--- src/rtl/atm_pkg.sv ---
// Shared definitions for the ATM PIN entry block: default sizing, FSM state
// encoding and a BCD digit check.
package atm_pkg;

  localparam int unsigned PIN_DIGITS_DEF = 4;
  localparam int unsigned MAX_TRIES_DEF  = 3;
  localparam int unsigned DIGIT_W        = 4;

  typedef enum logic [2:0] {
    S_IDLE        = 3'd0,
    S_COLLECT     = 3'd1,
    S_CHECK       = 3'd2,
    S_RESULT      = 3'd3,
    S_LOCKED      = 3'd4,
    S_WAIT_REMOVE = 3'd5
  } state_e;

  function automatic logic is_bcd(input logic [DIGIT_W-1:0] d);
    return d <= DIGIT_W'(9);
  endfunction

endpackage

--- src/rtl/atm_pin_entry_if.sv ---
// Keypad, card and verdict signals of the PIN entry block; master drives the
// keypad/card side, slave is the PIN entry block itself.
interface atm_pin_entry_if #(
  parameter int unsigned PIN_DIGITS = atm_pkg::PIN_DIGITS_DEF
) ();
  localparam int unsigned CNT_W = $clog2(PIN_DIGITS + 1);
  localparam int unsigned BUF_W = atm_pkg::DIGIT_W * PIN_DIGITS;

  logic                                card_in;
  logic                                key_valid;
  logic [atm_pkg::DIGIT_W-1:0]         key_digit;
  logic                                key_enter;
  logic                                key_clear;
  logic [BUF_W-1:0]                    stored_pin;
  logic                                timeout;
  logic                                psw_en;
  logic                                wrong_psw;
  logic                                locked;
  logic [CNT_W-1:0]                    digit_count;
  logic                                restart_timer;

  modport master (
    output card_in, key_valid, key_digit, key_enter, key_clear, stored_pin, timeout,
    input  psw_en, wrong_psw, locked, digit_count, restart_timer
  );

  modport slave (
    input  card_in, key_valid, key_digit, key_enter, key_clear, stored_pin, timeout,
    output psw_en, wrong_psw, locked, digit_count, restart_timer
  );
endinterface

--- src/rtl/atm_pin_shift_reg.sv ---
// BCD digit buffer: new digits enter the least significant nibble, so after
// PIN_DIGITS keys the first key typed sits in the most significant nibble.
module atm_pin_shift_reg
  import atm_pkg::*;
#(
  parameter  int unsigned PIN_DIGITS = PIN_DIGITS_DEF,
  localparam int unsigned CNT_W      = $clog2(PIN_DIGITS + 1),
  localparam int unsigned BUF_W      = DIGIT_W * PIN_DIGITS
) (
  input  logic               clk,
  input  logic               rst,
  input  logic               i_clear,
  input  logic               i_shift,
  input  logic [DIGIT_W-1:0] i_digit,
  output logic [BUF_W-1:0]   o_buf,
  output logic [CNT_W-1:0]   o_count,
  output logic               o_full_c
);

  logic [BUF_W-1:0] r_buf;
  logic [CNT_W-1:0] r_count;

  assign o_full_c = (r_count == CNT_W'(PIN_DIGITS));
  assign o_buf    = r_buf;
  assign o_count  = r_count;

  // Clear wins over shift; shifting a full buffer is a no-op.
  always_ff @(posedge clk or posedge rst) begin
    if (rst) begin
      r_buf   <= '0;
      r_count <= '0;
    end else if (i_clear) begin
      r_buf   <= '0;
      r_count <= '0;
    end else if (i_shift && !o_full_c) begin
      r_buf   <= (r_buf << DIGIT_W) | BUF_W'(i_digit);
      r_count <= r_count + CNT_W'(1);
    end
  end

endmodule

--- src/rtl/atm_pin_entry.sv ---
// ATM PIN entry controller: collects keypad digits, compares against the
// account PIN, reports a one-cycle verdict and locks the card after MAX_TRIES.
module atm_pin_entry
  import atm_pkg::*;
#(
  parameter int unsigned PIN_DIGITS = PIN_DIGITS_DEF,
  parameter int unsigned MAX_TRIES  = MAX_TRIES_DEF
) (
  input logic            clk,
  input logic            rst,
  atm_pin_entry_if.slave bus
);

  localparam int unsigned TRY_W = $clog2(MAX_TRIES + 1);
  localparam int unsigned BUF_W = DIGIT_W * PIN_DIGITS;

  state_e           r_state, w_next;
  logic [TRY_W-1:0] r_tries, w_tries;
  logic             r_psw_en, w_psw_en;
  logic             r_wrong, w_wrong;
  logic             r_locked, w_locked;
  logic             r_restart, w_restart;
  logic             w_sr_clear, w_sr_shift;
  logic [BUF_W-1:0] w_buf;
  logic             w_full;

  atm_pin_shift_reg #(.PIN_DIGITS(PIN_DIGITS)) u_shift (
    .clk      (clk),
    .rst      (rst),
    .i_clear  (w_sr_clear),
    .i_shift  (w_sr_shift),
    .i_digit  (bus.key_digit),
    .o_buf    (w_buf),
    .o_count  (bus.digit_count),
    .o_full_c (w_full)
  );

  always_ff @(posedge clk or posedge rst) begin
    if (rst) begin
      r_state   <= S_IDLE;
      r_tries   <= '0;
      r_psw_en  <= 1'b0;
      r_wrong   <= 1'b0;
      r_locked  <= 1'b0;
      r_restart <= 1'b0;
    end else begin
      r_state   <= w_next;
      r_tries   <= w_tries;
      r_psw_en  <= w_psw_en;
      r_wrong   <= w_wrong;
      r_locked  <= w_locked;
      r_restart <= w_restart;
    end
  end

  // Card removal overrides everything; within COLLECT: timeout > clear > enter > digit.
  always_comb begin
    w_next     = r_state;
    w_tries    = r_tries;
    w_psw_en   = 1'b0;
    w_wrong    = r_wrong;
    w_locked   = r_locked;
    w_restart  = 1'b0;
    w_sr_clear = 1'b0;
    w_sr_shift = 1'b0;

    if (!bus.card_in) begin
      w_next     = S_IDLE;
      w_tries    = '0;
      w_wrong    = 1'b0;
      w_locked   = 1'b0;
      w_sr_clear = 1'b1;
    end else begin
      case (r_state)
        S_IDLE: begin
          w_next     = S_COLLECT;
          w_tries    = '0;
          w_sr_clear = 1'b1;
          w_restart  = 1'b1;
        end
        S_COLLECT: begin
          if (bus.timeout) begin
            w_next     = S_WAIT_REMOVE;
            w_sr_clear = 1'b1;
          end else if (bus.key_clear) begin
            w_sr_clear = 1'b1;
            w_restart  = 1'b1;
          end else if (bus.key_enter) begin
            w_next = S_CHECK;
          end else if (bus.key_valid && is_bcd(bus.key_digit) && !w_full) begin
            w_sr_shift = 1'b1;
            w_restart  = 1'b1;
          end
        end
        S_CHECK: begin
          // Verdict registers here so it is presented during RESULT.
          w_next   = S_RESULT;
          w_psw_en = 1'b1;
          w_wrong  = !(w_full && (w_buf == bus.stored_pin));
        end
        S_RESULT: begin
          if (!r_wrong) begin
            w_next  = S_WAIT_REMOVE;
            w_tries = '0;
          end else if (r_tries == TRY_W'(MAX_TRIES - 1)) begin
            w_next   = S_LOCKED;
            w_tries  = r_tries + TRY_W'(1);
            w_locked = 1'b1;
          end else begin
            w_next     = S_COLLECT;
            w_tries    = r_tries + TRY_W'(1);
            w_sr_clear = 1'b1;
            w_restart  = 1'b1;
          end
        end
        S_LOCKED, S_WAIT_REMOVE: w_next = r_state;
        default: w_next = S_IDLE;
      endcase
    end
  end

  assign bus.psw_en        = r_psw_en;
  assign bus.wrong_psw     = r_wrong;
  assign bus.locked        = r_locked;
  assign bus.restart_timer = r_restart;

endmodule

--- src/flat_wrapper.sv ---
// flat-port wrapper written by rule: the top's interface ports become plain ports
module atm_pin_entry_flat import atm_pkg::*;
#(
  parameter int unsigned PIN_DIGITS = PIN_DIGITS_DEF,
  parameter int unsigned MAX_TRIES  = MAX_TRIES_DEF
)
  (clk, rst, bus_card_in, bus_key_valid, bus_key_digit, bus_key_enter, bus_key_clear, bus_stored_pin, bus_timeout, bus_psw_en, bus_wrong_psw, bus_locked, bus_digit_count, bus_restart_timer);
  atm_pin_entry_if #(.PIN_DIGITS(PIN_DIGITS)) bus_i ();
  input logic clk;
  input logic rst;
  input wire logic [$bits(bus_i.card_in)-1:0] bus_card_in;
  input wire logic [$bits(bus_i.key_valid)-1:0] bus_key_valid;
  input wire logic [$bits(bus_i.key_digit)-1:0] bus_key_digit;
  input wire logic [$bits(bus_i.key_enter)-1:0] bus_key_enter;
  input wire logic [$bits(bus_i.key_clear)-1:0] bus_key_clear;
  input wire logic [$bits(bus_i.stored_pin)-1:0] bus_stored_pin;
  input wire logic [$bits(bus_i.timeout)-1:0] bus_timeout;
  output wire logic [$bits(bus_i.psw_en)-1:0] bus_psw_en;
  output wire logic [$bits(bus_i.wrong_psw)-1:0] bus_wrong_psw;
  output wire logic [$bits(bus_i.locked)-1:0] bus_locked;
  output wire logic [$bits(bus_i.digit_count)-1:0] bus_digit_count;
  output wire logic [$bits(bus_i.restart_timer)-1:0] bus_restart_timer;
  assign bus_i.card_in = bus_card_in;
  assign bus_i.key_valid = bus_key_valid;
  assign bus_i.key_digit = bus_key_digit;
  assign bus_i.key_enter = bus_key_enter;
  assign bus_i.key_clear = bus_key_clear;
  assign bus_i.stored_pin = bus_stored_pin;
  assign bus_i.timeout = bus_timeout;
  assign bus_psw_en = bus_i.psw_en;
  assign bus_wrong_psw = bus_i.wrong_psw;
  assign bus_locked = bus_i.locked;
  assign bus_digit_count = bus_i.digit_count;
  assign bus_restart_timer = bus_i.restart_timer;
  atm_pin_entry #(.PIN_DIGITS(PIN_DIGITS), .MAX_TRIES(MAX_TRIES)) u_core (.clk(clk), .rst(rst), .bus(bus_i));
endmodule
--- config.mk ---
export PLATFORM = sky130hd
export DESIGN_NAME = atm_pin_entry_flat
export DESIGN_NICKNAME = d
export VERILOG_FILES = /design/src/rtl/atm_pkg.sv /design/src/rtl/atm_pin_entry_if.sv /design/src/rtl/atm_pin_shift_reg.sv /design/src/rtl/atm_pin_entry.sv /design/src/flat_wrapper.sv
export SDC_FILE = /design/constraint.sdc
export NUM_CORES = 1
export LEC_CHECK = 0
export CORE_ASPECT_RATIO = 2
export CORE_MARGIN = 3
export CORE_UTILIZATION = 46
export DETAILED_ROUTE_END_ITERATION = 10
export MAX_ROUTING_LAYER = met4
export PLACE_DENSITY = 0.87
export SLEW_MARGIN = 20
export SYNTH_ARGS = -nofsm -noshare
export SYNTH_HDL_FRONTEND = slang
export SYNTH_SLANG_ARGS = --single-unit
--- constraint.sdc ---
create_clock -name clk -period 1.4 [get_ports clk]
set_input_delay 0.28 -clock clk [delete_from_list [all_inputs] [get_ports clk]]
set_output_delay 0.28 -clock clk [all_outputs]
set_load 0.02 [all_outputs]
# Word level (Yosys, flattened, before mapping)
# Cells that the tools add are included.
[totals]
out_inout_bits = 7
register_bits = 28
input_bits = 27
elab_cells = 77
[op_classes]
n_bitwise = 1
n_eq_ne = 16
order_cmp = 1
reduce_logical = 11
muxes = 38
n_addsub = 2
[op_table]
columns = ["cell", "n"]
rows = [
  ["$mux 16", 2],
  ["$mux 3", 8],
  ["$mux 1", 22],
  ["$eq 16x16->1", 1],
  ["$or 16x4->16", 1],
  ["$pmux 3 s5", 1],
  ["$eq 3x3->1 const B", 3],
  ["$ne 2x1->1 const B", 4],
  ["$ne 4x4->1 const B", 2],
  ["$eq 3x2->1 const B", 2],
  ["$pmux 1 s3", 2],
  ["$reduce_and 3->1", 2],
  ["$le 4x4->1 const B", 1],
  ["$logic_and 1x1->1", 4],
  ["$mux 2", 2],
  ["$pmux 2 s2", 1],
  ["$add 3x1->3 const B", 1],
  ["$eq 3x1->1 const B", 1],
  ["$logic_not 3->1", 1],
  ["$ne 3x1->1 const B", 1],
  ["$add 2x1->2 const B", 1],
  ["$eq 2x2->1 const B", 1],
  ["$logic_not 1->1", 2],
  ["$ne 2x2->1 const B", 1],
  ["other kinds (2)", 2],
]

# Depth between registers and ports, before layout
# Gate-level depths: netlist of the first run.
[depth]
ltp_word = 12
ltp_mapped = 8
depth_no_buf = 6

# By module
# From an unflattened synthesis of the first run, not the netlist that was laid out.
[hier_totals]
cells_unflattened = 159
hier_area_um2 = 1652.8
[modules_own_cells]
columns = ["mod", "area_each_um2", "cells_each", "seq_area_each_um2", "n_inst"]
rows = [
  ["atm_pin_shift_reg", 925.9, 75, 475.5, 1],
  ["atm_pin_entry", 726.9, 84, 225.2, 1],
]

# Least setup slack after synthesis of the first run
# OpenSTA, ideal clock, no wires.
[synth_path]
path_kind = "reg2reg"
start = "register u_core.u_shift.r_count[0], in the netlist u_core.u_shift.o_count[0]"
end = "register u_core.u_shift.r_count[2], in the netlist u_core.u_shift.o_count[2]"
stages_incl_launch_ff = 8
arrival_time_ns = 1.686
required_ns = 1.324
slack_ns = -0.361
cell_sequence = "dfrtp_1 inv_1 ha_1 nand2_1 nand4b_1 buf_2 or4_4 a21oi_2"
[synth_between]
elab_chain_cells = 11
[synth_lines]
columns = ["item", "line_no", "text"]
rows = [
  ["from (decl)", "atm_pin_shift_reg.sv:21", "logic [CNT_W-1:0] r_count;"],
  ["from (signal assigned)", "atm_pin_shift_reg.sv:37", "r_count <= r_count + CNT_W'(1);"],
  ["$eq 3x3->1", "atm_pin_shift_reg.sv:23", "assign o_full_c = (r_count == CNT_W'(PIN_DIGITS));"],
  ["$logic_not 1->1", "atm_pin_shift_reg.sv:35, atm_pin_entry.sv:90", ""],
  ["$logic_and 1x1->1", "atm_pin_entry.sv:90", "end else if (bus.key_valid && is_bcd(bus.key_digit) && !w_full) begin"],
  ["$mux 1", "atm_pin_entry.sv:90", ""],
  ["$mux 1", "atm_pin_entry.sv:88", "end else if (bus.key_enter) begin"],
  ["$mux 1", "atm_pin_entry.sv:85", "end else if (bus.key_clear) begin"],
  ["$mux 1", "atm_pin_entry.sv:82", "if (bus.timeout) begin"],
  ["$mux 1", "atm_pin_entry.sv:74", "case (r_state)"],
  ["$mux 1", "atm_pin_entry.sv:67", "if (!bus.card_in) begin"],
  ["$logic_and 1x1->1", "atm_pin_shift_reg.sv:35", "end else if (i_shift && !o_full_c) begin"],
  ["$reduce_bool 2->1 (no line)", "n/a", ""],
]
# Several ways; a longest one is shown, not always the timed one. The select of a mux whose other input is x is not followed.
# A chain may end at the register's enable or synchronous reset.

# Final worst setup path of the first run
# Ends and elaborated chain as after synthesis.

==> impl_table.tex, run 1 <==
\begin{tabular}{lr}
\hline
Metric & Value \\
\hline
\multicolumn{2}{l}{\textbf{Place}} \\
\quad Total of buffers placed on input and output ports & 33 \\
\quad Cell total after placement & 272 \\
\quad Half-perimeter wire length after detailed placement & 2.996 mm \\
\quad Worst Setup Slack post-DPL & -381.7 ps \\
\quad Weighted congestion at the end of routability-driven global placement & between 0.8 and 0.9 \\
\multicolumn{2}{l}{\textbf{Global routing}} \\
\quad Total global routing track utilization & 21.43\% \\
\quad Number of global-route vias before repair & 1584 \\
\quad Pin count of the biggest net entering global routing & 29 \\
\quad GRT overflow & 0 \\
\quad Wire length of the first global-routing pass & 6.851 mm \\
\quad Antenna violations before repair & 0 \\
\multicolumn{2}{l}{\textbf{Clocking}} \\
\quad Skew-Pair Late Insertion Delay & 280 ps \\
\quad Clk root buf & sky130\_fd\_sc\_hd\_\_clkbuf\_8 \\
\quad Clock transition at the registers of the reported paths & 90 ps \\
\quad Count of H-tree levels built during CTS & 1 \\
\quad Clock tree buffer depth & 2 \\
\quad CTS tree & done \\
\quad Sink Count & 28 \\
\quad Number of clock buffers inserted by TritonCTS & 3 \\
\multicolumn{2}{l}{\textbf{Timing}} \\
\quad Setup skew after layout & approximately 4.3 ps \\
\quad Final setup TNS & -1061 ps \\
\quad Setup WS post-layout & -95.54 ps \\
\quad Fmax & 668.7 MHz \\
\quad Hold violation total from the final report & 0 \\
\quad Actual transition at the worst max-transition pin & 303.4 ps \\
\quad Hold Worst Slack & between 300 and 400 ps \\
\quad Max transition margin & 79.56\% \\
\quad Final setup violating endpoints & 20 \\
\quad RSZ-0062 raised after global routing & true \\
\quad Period utilization & 106.8\% \\
\quad Minimum clock period & 1496 ps \\
\quad Pins Over Slew Limit & 0 \\
\multicolumn{2}{l}{\textbf{Logic synthesis}} \\
\quad Fraction of the mapped netlist area in compound gates & 21.34\% \\
\quad Mux share of post-synthesis cell area & 0\% \\
\quad Main combinational cell family by area after synthesis & compound AO/OA/AOI/OAI gates \\
\quad Biggest area consumer among synthesized cells & sky130\_fd\_sc\_hd\_\_dfrtp\_1 \\
\quad Mean post-synth cell area & 9.316 um\^{}2 \\
\quad Fraction of post-synthesis cell area in the top cell type by area & 42.98\% \\
\quad Arithmetic-cell share of the synthesized area counting full adders, half adders and majority gates & 2.302\% \\
\quad Area of the mapped netlist & around 0.0016 mm\^{}2 \\
\quad Area share of xor/xnor cells in the synthesized design & 8.596\% \\
\quad Yosys warning total & 0 \\
\quad Post-synth EDFFs & 0 \\
\quad Main synth FF type & sky130\_fd\_sc\_hd\_\_dfrtp\_1 \\
\quad Count of different cell masters after synthesis & 38 \\
\quad Post-Syn Nets & approximately 210 \\
\quad Synthesized netlist cell count & 175 \\
\quad Seq/Total Area, Yosys & between 40 and 50\% \\
\quad Synthesis-stage register bit count & 28 \\
\quad Post-synth ARST share & 100.0\% \\
\quad Share of synthesized cell area in and, or, nand and nor gates & 18.11\% \\
\quad Cell types with the largest area share after synthesis & sky130\_fd\_sc\_hd\_\_dfrtp\_1 43\%, sky130\_fd\_sc\_hd\_\_xnor2\_1 8.6\%, sky130\_fd\_sc\_hd\_\_o21ai\_0 7.1\% \\
\multicolumn{2}{l}{\textbf{Finish}} \\
\quad Total area of multi-input combinational cells & 962.2 um\^{}2 \\
\quad Flip-flop and latch area & roughly 700 um\^{}2 \\
\quad Share of cells above drive strength 1 & 32.75\% \\
\quad Layout fillers & 245 \\
\quad Area delta synth->final & 46.66\% \\
\quad Number of nets in the layout & 260 \\
\quad Count of inserted antenna diode cells & 0 \\
\quad Filler-free cell count of the finished design & 277 \\
\multicolumn{2}{l}{\textbf{Die}} \\
\quad Height of the chip & around 90 um \\
\quad Total number of placement rows & 30 \\
\quad Die area & 0.004338 mm\^{}2 \\
\quad Io pins & 34 \\
\quad Core Region & 0.003416 mm\^{}2 \\
\quad Starting utilization of the core area & a little under half \\
\quad Die width & 48.10 um \\
\multicolumn{2}{l}{\textbf{Hold path}} \\
\quad Worst min path class & input port to async pin \\
\multicolumn{2}{l}{\textbf{Detailed routing}} \\
\quad Detail-routed via count per cell & 5.675 \\
\quad Remaining routing DRC violations & 0 \\
\quad Via count & 1572 \\
\quad Number of nets with antenna violations after routing & 0 \\
\quad DRT Pass-1 Iters & 4 \\
\quad Initial DRC Count & 37 \\
\quad Final WL & 4.322 mm \\
\quad Avg WL per Cell & between 15 and 20 um \\
\multicolumn{2}{l}{\textbf{Worst setup path}} \\
\quad Crit path buf inv count & 1 \\
\quad Peak fanout along the critical path & 3 \\
\quad R2R Path End & u\_core.u\_shift.o\_count[2]\$\_DFFE\_PP0P\_ \\
\quad Max stage delay cell, worst path & sky130\_fd\_sc\_hd\_\_or4\_4 \\
\quad Kind of cell with the highest combined delay on the critical path & simple AND/OR/NAND/NOR gates \\
\quad Critical path, cell by cell & inv\_2 -> ha\_4 -> nand2\_4 -> nand4b\_1 -> or4\_4 -> a21oi\_2 \\
\quad Beginning of the worst register-to-register path & u\_core.u\_shift.o\_count[0]\$\_DFFE\_PP0P\_ \\
\quad Startpoint Class & register \\
\quad CP Data Arrival Time & between 1500 and 2000 ps \\
\quad Type of the setup path with the least slack & register to register \\
\quad Data required time at the worst endpoint & 1610 ps \\
\quad Critical Path End Type & register \\
\quad Crit. path cell count & 6 \\
\quad Cell count of the worst reg-to-reg path & 6 \\
\quad R2R setup slack & -100 ps \\
\quad Biggest cell delay along the critical path & 510 ps \\
\multicolumn{2}{l}{\textbf{Run status}} \\
\quad Failing checks & negative setup slack \\
\quad Outcome & complete, but fails checks \\
\multicolumn{2}{l}{\textbf{Power and ir drop}} \\
\quad Power Total & 1.667 mW \\
\quad Maximum vdd ir drop & 0.0005995 V \\
\quad Static leakage & 0.9445 nW \\
\quad Power density of the placed cells & between 600 and 700 mW/mm\^{}2 \\
\multicolumn{2}{l}{\textbf{Run}} \\
\quad Max-capacitance violation count & 0 \\
\hline
\end{tabular}
[where the power goes]
part	total, mW	leakage (nW)	switching (mW)	internal (mW)
Combinational	0.346	0.533	0.167	0.180
Clock	0.496	0.0288	0.244	0.252
Sequential	0.824	0.383	0.00673	0.818
Total	1.67	0.945	0.417	1.25
[sequential cells by signal, summed over array words and instances, names as in the netlist]
| register | cells |
|---|---|
| u_core.r_tries | 2 |
| u_core.bus.wrong_psw | 1 |
| u_core.r_state | 3 |
| u_core.bus.restart_timer | 1 |
| u_core.u_shift.o_count | 3 |
| u_core.bus.psw_en | 1 |
| u_core.bus.locked | 1 |
| u_core.u_shift.o_buf | 16 |
[cells by family after synthesis]
group	Yosys count
buffers and inverters	20
DFF	28
and+or+nand+nor	50
xor gates and xnor gates	16
adders and majority gates	3
AOI/OAI and AO/OA	58
[worst reg2reg max path, cell delays in order, from the launching register on]
cell                       delay, ps
sky130_fd_sc_hd__dfrtp_2         380
sky130_fd_sc_hd__inv_2            50
sky130_fd_sc_hd__ha_4            160
sky130_fd_sc_hd__nand2_4          70
sky130_fd_sc_hd__nand4b_1        140
sky130_fd_sc_hd__or4_4           510
sky130_fd_sc_hd__a21oi_2         120
[synthesized netlist by cell type, types with 2 or more instances]
master                      n
sky130_fd_sc_hd__nand4_1    4
sky130_fd_sc_hd__nor2_1     6
sky130_fd_sc_hd__buf_6      2
sky130_fd_sc_hd__clkbuf_1   4
sky130_fd_sc_hd__o21ai_0   23
sky130_fd_sc_hd__nor2b_1    2
sky130_fd_sc_hd__o21a_1     3
sky130_fd_sc_hd__buf_4      4
sky130_fd_sc_hd__nand3_1   21
sky130_fd_sc_hd__ha_1       3
sky130_fd_sc_hd__inv_1      7
sky130_fd_sc_hd__a21boi_0   2
sky130_fd_sc_hd__dfrtp_1   28
sky130_fd_sc_hd__nand2_1    2
sky130_fd_sc_hd__xnor2_1   16
sky130_fd_sc_hd__a21oi_1   22
sky130_fd_sc_hd__nor3_1     3
sky130_fd_sc_hd__buf_2      3
[through the flow]
step	instance area [um^2]	util (%)
2_1_floorplan	1699	-
3_3_place_gp	2247	65.79
3_5_place_dp	2247	65.79
4_1_cts	2325	68.06
5_1_grt	2391	70.00
6_report	2391	70.00
[per-layer routing]
layer	wire [um]	up-vias	global-route usage, %
li1	-	729	-
met1	1542	784	23.36
met2	2511	46	36.73
met3	139	13	2.204
met4	129	0	8.539
met5	0	-	-
[cell usage in the layout (no fill, tap or decap), types with 3 or more instances in the layout]
master,n
sky130_fd_sc_hd__inv_1,4
sky130_fd_sc_hd__o21ai_1,13
sky130_fd_sc_hd__xnor2_1,16
sky130_fd_sc_hd__dlygate4sd2_1,5
sky130_fd_sc_hd__dfrtp_2,3
sky130_fd_sc_hd__dfrtp_1,25
sky130_fd_sc_hd__clkdlybuf4s50_1,25
sky130_fd_sc_hd__clkbuf_8,4
sky130_fd_sc_hd__buf_4,26
sky130_fd_sc_hd__buf_12,3
sky130_fd_sc_hd__nor2_1,5
sky130_fd_sc_hd__a21oi_1,11
sky130_fd_sc_hd__nand4_1,4
sky130_fd_sc_hd__inv_2,3
sky130_fd_sc_hd__nand3_1,19
sky130_fd_sc_hd__o21ai_0,9
sky130_fd_sc_hd__a21oi_2,12
[worst max-delay path by stage]
stage,startpoint,to,slack (ps)
5_1_grt,u_core.u_shift.o_count[0]$_DFFE_PP0P_,u_core.u_shift.o_count[2]$_DFFE_PP0P_,-170
6_report,u_core.u_shift.o_count[0]$_DFFE_PP0P_,u_core.u_shift.o_count[2]$_DFFE_PP0P_,-100
3_3_place_gp,bus_key_digit[2],u_core.u_shift.o_count[2]$_DFFE_PP0P_,-340
4_1_cts,u_core.u_shift.o_count[0]$_DFFE_PP0P_,u_core.u_shift.o_count[2]$_DFFE_PP0P_,-90
3_5_place_dp,bus_key_digit[2],u_core.u_shift.o_count[2]$_DFFE_PP0P_,-380
2_1_floorplan,u_core.u_shift.o_count[0]$_DFFE_PP0P_,u_core.u_shift.o_count[2]$_DFFE_PP0P_,-240
[timing repair]
item                                    in CTS  in global routing
hold buffers                                 0                  0
pin swaps                                    3                  3
endpoints found under the setup margin      28                 27
gates resized for setup                     20                 27
setup buffers                                0                  1
[final cells by class]
cell class | instances | area share, %
Timing Repair Buffer | 63 | 24.39
Inverter | 7 | 1.099
Multi-Input combinational cell | 127 | 40.24
Sequential cell | 28 | 29.46
Tap cell | 48 | 2.512
Clock buffer | 4 | 2.302
No activity file was read; power rests on OpenSTA's default activity.
==> run 2, diff against run 1 <==
- CORE_ASPECT_RATIO: 2 -> default
- SKIP_CTS_REPAIR_TIMING: default -> 1
==> run 2 against run 1 <==
Compared with the run above: the run still ends with negative setup slack left; setup slack got worse by 130 ps; first-iteration DRC count rose to 3.2 times the previous value; clock skew rose by 18 ps; fmax fell by 7.8%; combinational power rose by 12%; die area fell by 1.0%; via count rose by 1.1%; cell area rose by 5.9%; sequential cell count did not move; power rose by 5.6%; core utilization rose by 9.1 points; register-to-register slack got worse by 130 ps; critical endpoint is now u_core.u_shift.o_buf[1]$_DFFE_PP0P_; largest cell class unchanged; highest routed layer unchanged.
==> impl_table.tex, run 2 (same netlist as run 1, synthesis figures left out) <==
\begin{tabular}{lr}
\hline
Metric & Value \\
\hline
\multicolumn{2}{l}{\textbf{Run status}} \\
\quad Outcome & complete, but fails checks \\
\quad Failing checks & negative setup slack \\
\multicolumn{2}{l}{\textbf{Die}} \\
\quad Total number of placement rows & 20 \\
\quad Die area & 0.004294 mm\^{}2 \\
\quad Core Region & 0.003203 mm\^{}2 \\
\quad Height of the chip & 65.53 um \\
\quad Die width & 65.53 um \\
\quad Io pins & 34 \\
\quad Starting utilization of the core area & 50.90\% \\
\multicolumn{2}{l}{\textbf{Place}} \\
\quad Placed cell area & approximately 0.0023 mm\^{}2 \\
\quad Half-perimeter wire length after detailed placement & about 3.2 mm \\
\quad Total of buffers placed on input and output ports & 33 \\
\quad Weighted congestion at the end of routability-driven global placement & 0.9428 \\
\multicolumn{2}{l}{\textbf{Detailed routing}} \\
\quad Initial DRC Count & roughly 120 \\
\quad Number of nets with antenna violations after routing & 0 \\
\quad Remaining routing DRC violations & 0 \\
\quad Avg WL per Cell & 17.39 um \\
\quad Detail-routed via count per cell & $\sim$5.6 \\
\quad DRT Pass-1 Iters & 4 \\
\quad Via count & 1589 \\
\quad Final WL & around 5 mm \\
\multicolumn{2}{l}{\textbf{Worst setup path}} \\
\quad Cell count of the worst reg-to-reg path & 6 \\
\quad Biggest cell delay along the critical path & 450 ps \\
\quad R2R setup slack & -220 ps \\
\quad Max stage delay cell, worst path & sky130\_fd\_sc\_hd\_\_dfrtp\_1 \\
\quad Critical Path End Type & register \\
\quad Startpoint Class & register \\
\quad Beginning of the worst register-to-register path & u\_core.r\_tries[1]\$\_DFFE\_PP0P\_ \\
\quad Type of the setup path with the least slack & register to register \\
\quad Critical path, cell by cell & ha\_4 -> o21a\_4 -> o311ai\_4 -> buf\_4 -> buf\_6 -> a21oi\_2 \\
\quad CP Data Arrival Time & roughly 1900 ps \\
\quad R2R Path End & u\_core.u\_shift.o\_buf[1]\$\_DFFE\_PP0P\_ \\
\quad Data required time at the worst endpoint & 1630 ps \\
\quad Peak fanout along the critical path & 6 \\
\multicolumn{2}{l}{\textbf{Finish}} \\
\quad Flip-flop and latch area & approximately 700 um\^{}2 \\
\quad Number of nets in the layout & 270 \\
\quad Count of inserted antenna diode cells & 0 \\
\quad Area delta synth->final & 55.33\% \\
\quad Layout fillers & 212 \\
\quad Total non-filler cell area in the finished layout & between 0.002 and 0.003 mm\^{}2 \\
\quad Share of cells above drive strength 1 & approximately two fifths \\
\quad Commonest non-fill, non-tap cell in the layout & sky130\_fd\_sc\_hd\_\_buf\_4 \\
\quad Largest register FFs & 16 \\
\quad Total area of multi-input combinational cells & 0.001011 mm\^{}2 \\
\quad Commonest cells after routing, fill and taps aside & 28 x sky130\_fd\_sc\_hd\_\_buf\_4, 26 x sky130\_fd\_sc\_hd\_\_clkdlybuf4s50\_1, 25 x sky130\_fd\_sc\_hd\_\_dfrtp\_1 \\
\quad Post-route core utilization & between 70\% and 80\% \\
\multicolumn{2}{l}{\textbf{Power and ir drop}} \\
\quad Power density of the placed cells & 695.1 mW/mm\^{}2 \\
\quad Cell Int Power & 1.315 mW \\
\quad Net switching component of the power & between 0.4 and 0.5 mW \\
\quad Share of total power consumed by net switching & 25.32\% \\
\quad Part of the total power dissipated in the clock network & 30.9\% \\
\quad Reg power frac & 47.2\% \\
\quad Static leakage & roughly 1.0 nW \\
\quad Maximum vdd ir drop & between 0.0006 and 0.0007 V \\
\quad Power share of the combinational group & 21.9\% \\
\multicolumn{2}{l}{\textbf{Clocking}} \\
\quad Clock transition at the registers of the reported paths & 170 ps \\
\quad Skew-Pair Late Insertion Delay & 350 ps \\
\quad CTS tree & done \\
\quad Number of clock buffers inserted by TritonCTS & 3 \\
\quad Clock tree buffer depth & 2 \\
\quad Clk root buf & sky130\_fd\_sc\_hd\_\_clkbuf\_4 \\
\quad Count of H-tree levels built during CTS & 1 \\
\quad Sink Count & 28 \\
\multicolumn{2}{l}{\textbf{Global routing}} \\
\quad Wire length of the first global-routing pass & 6.831 mm \\
\quad GRT overflow & 0 \\
\quad Number of global-route vias before repair & 1448 \\
\quad Pin count of the biggest net entering global routing & 29 \\
\quad Total global routing track utilization & 21.15\% \\
\quad Antenna violations before repair & 0 \\
\multicolumn{2}{l}{\textbf{Timing}} \\
\quad Max transition margin & 80.72\% \\
\quad Actual transition at the worst max-transition pin & 286.1 ps \\
\quad Hold violation total from the final report & 0 \\
\quad RSZ-0062 raised after global routing & true \\
\quad Fmax & approximately 620 MHz \\
\quad Final setup violating endpoints & 21 \\
\quad Minimum clock period & between 1500 and 2000 ps \\
\quad Pins Over Slew Limit & 0 \\
\quad Period utilization & 115.8\% \\
\quad Hold Worst Slack & 250.2 ps \\
\quad Setup skew after layout & $\sim$23 ps \\
\quad Setup WS post-layout & -221.3 ps \\
\multicolumn{2}{l}{\textbf{Run}} \\
\quad Max-capacitance violation count & 0 \\
\multicolumn{2}{l}{\textbf{Hold path}} \\
\quad Worst min path class & input port to async pin \\
\hline
\end{tabular}
## run 2: layout make-up
class | count | area share [%]
Tap cell | 44 | 2.174
Clock inverter | 1 | 1.186
Multi-Input combinational cell | 127 | 39.92
Timing Repair Buffer | 73 | 26.98
Sequential cell | 28 | 27.82
Inverter | 7 | 1.038
Clock buffer | 3 | 0.8893
## run 2: how the worst max path moves through the flow
stage / startpoint / to / slack [ps] / cells past startpoint
after floorplan: u_core.u_shift.o_count[0]$_DFFE_PP0P_ / u_core.u_shift.o_count[2]$_DFFE_PP0P_ / -240 / 7
after global placement: bus_key_digit[2] / u_core.u_shift.o_count[2]$_DFFE_PP0P_ / -340 / 5
after detailed placement: bus_key_digit[2] / u_core.u_shift.o_count[2]$_DFFE_PP0P_ / -380 / 5
after CTS: u_core.bus.wrong_psw$_DFFE_PP0P_ / bus_wrong_psw / -340 / 1
after global routing: u_core.r_state[1]$_DFFE_PP0P_ / u_core.u_shift.o_buf[1]$_DFFE_PP0P_ / -250 / 6
final: u_core.r_tries[1]$_DFFE_PP0P_ / u_core.u_shift.o_buf[1]$_DFFE_PP0P_ / -220 / 6
## run 2: power groups by stage
stage	Combinational [mW]	Clock, mW	Sequential, mW
after floorplan	0.155	0	0.845
after global placement	0.328	0	0.844
after detailed placement	0.335	0	0.844
after CTS	0.336	0.543	0.829
after global routing	0.409	0.596	0.833
final	0.386	0.544	0.830
## run 2: critical path: cells and delay by family, from the launching register on
kind,cells,cell delay [ps]
adders and majority gates,1,190
buffers and inverters,2,300
AOI/OAI and AO/OA,3,580
DFF,1,450
## run 2: per-stage QoR
stage / setup TNS [ps] / power [mW] / cells / setup slack, ps
floorplan: -1681 / 1.000 / 175 / -242.2
global placement: -5635 / 1.171 / 271 / -341.0
detailed placement: -6416 / 1.179 / 271 / -384.3
CTS: -4737 / 1.708 / 275 / -343.3
global route: -4563 / 1.838 / 283 / -253.1
finish: -3669 / 1.760 / 283 / -221.3
## run 2: per-layer routing
metal,wire [um],vias to the layer above,track usage (%)
li1,-,755,-
met1,1908,761,26.01
met2,2624,63,36.66
met3,260,10,2.393
met4,128,0,6.218
met5,0,-,-
==> run 3, diff against run 2 <==
- CTS_CLUSTER_SIZE: default -> 30
==> results of run 3 <==
No change in the layout: final DEF, timing and power equal those of run 2.
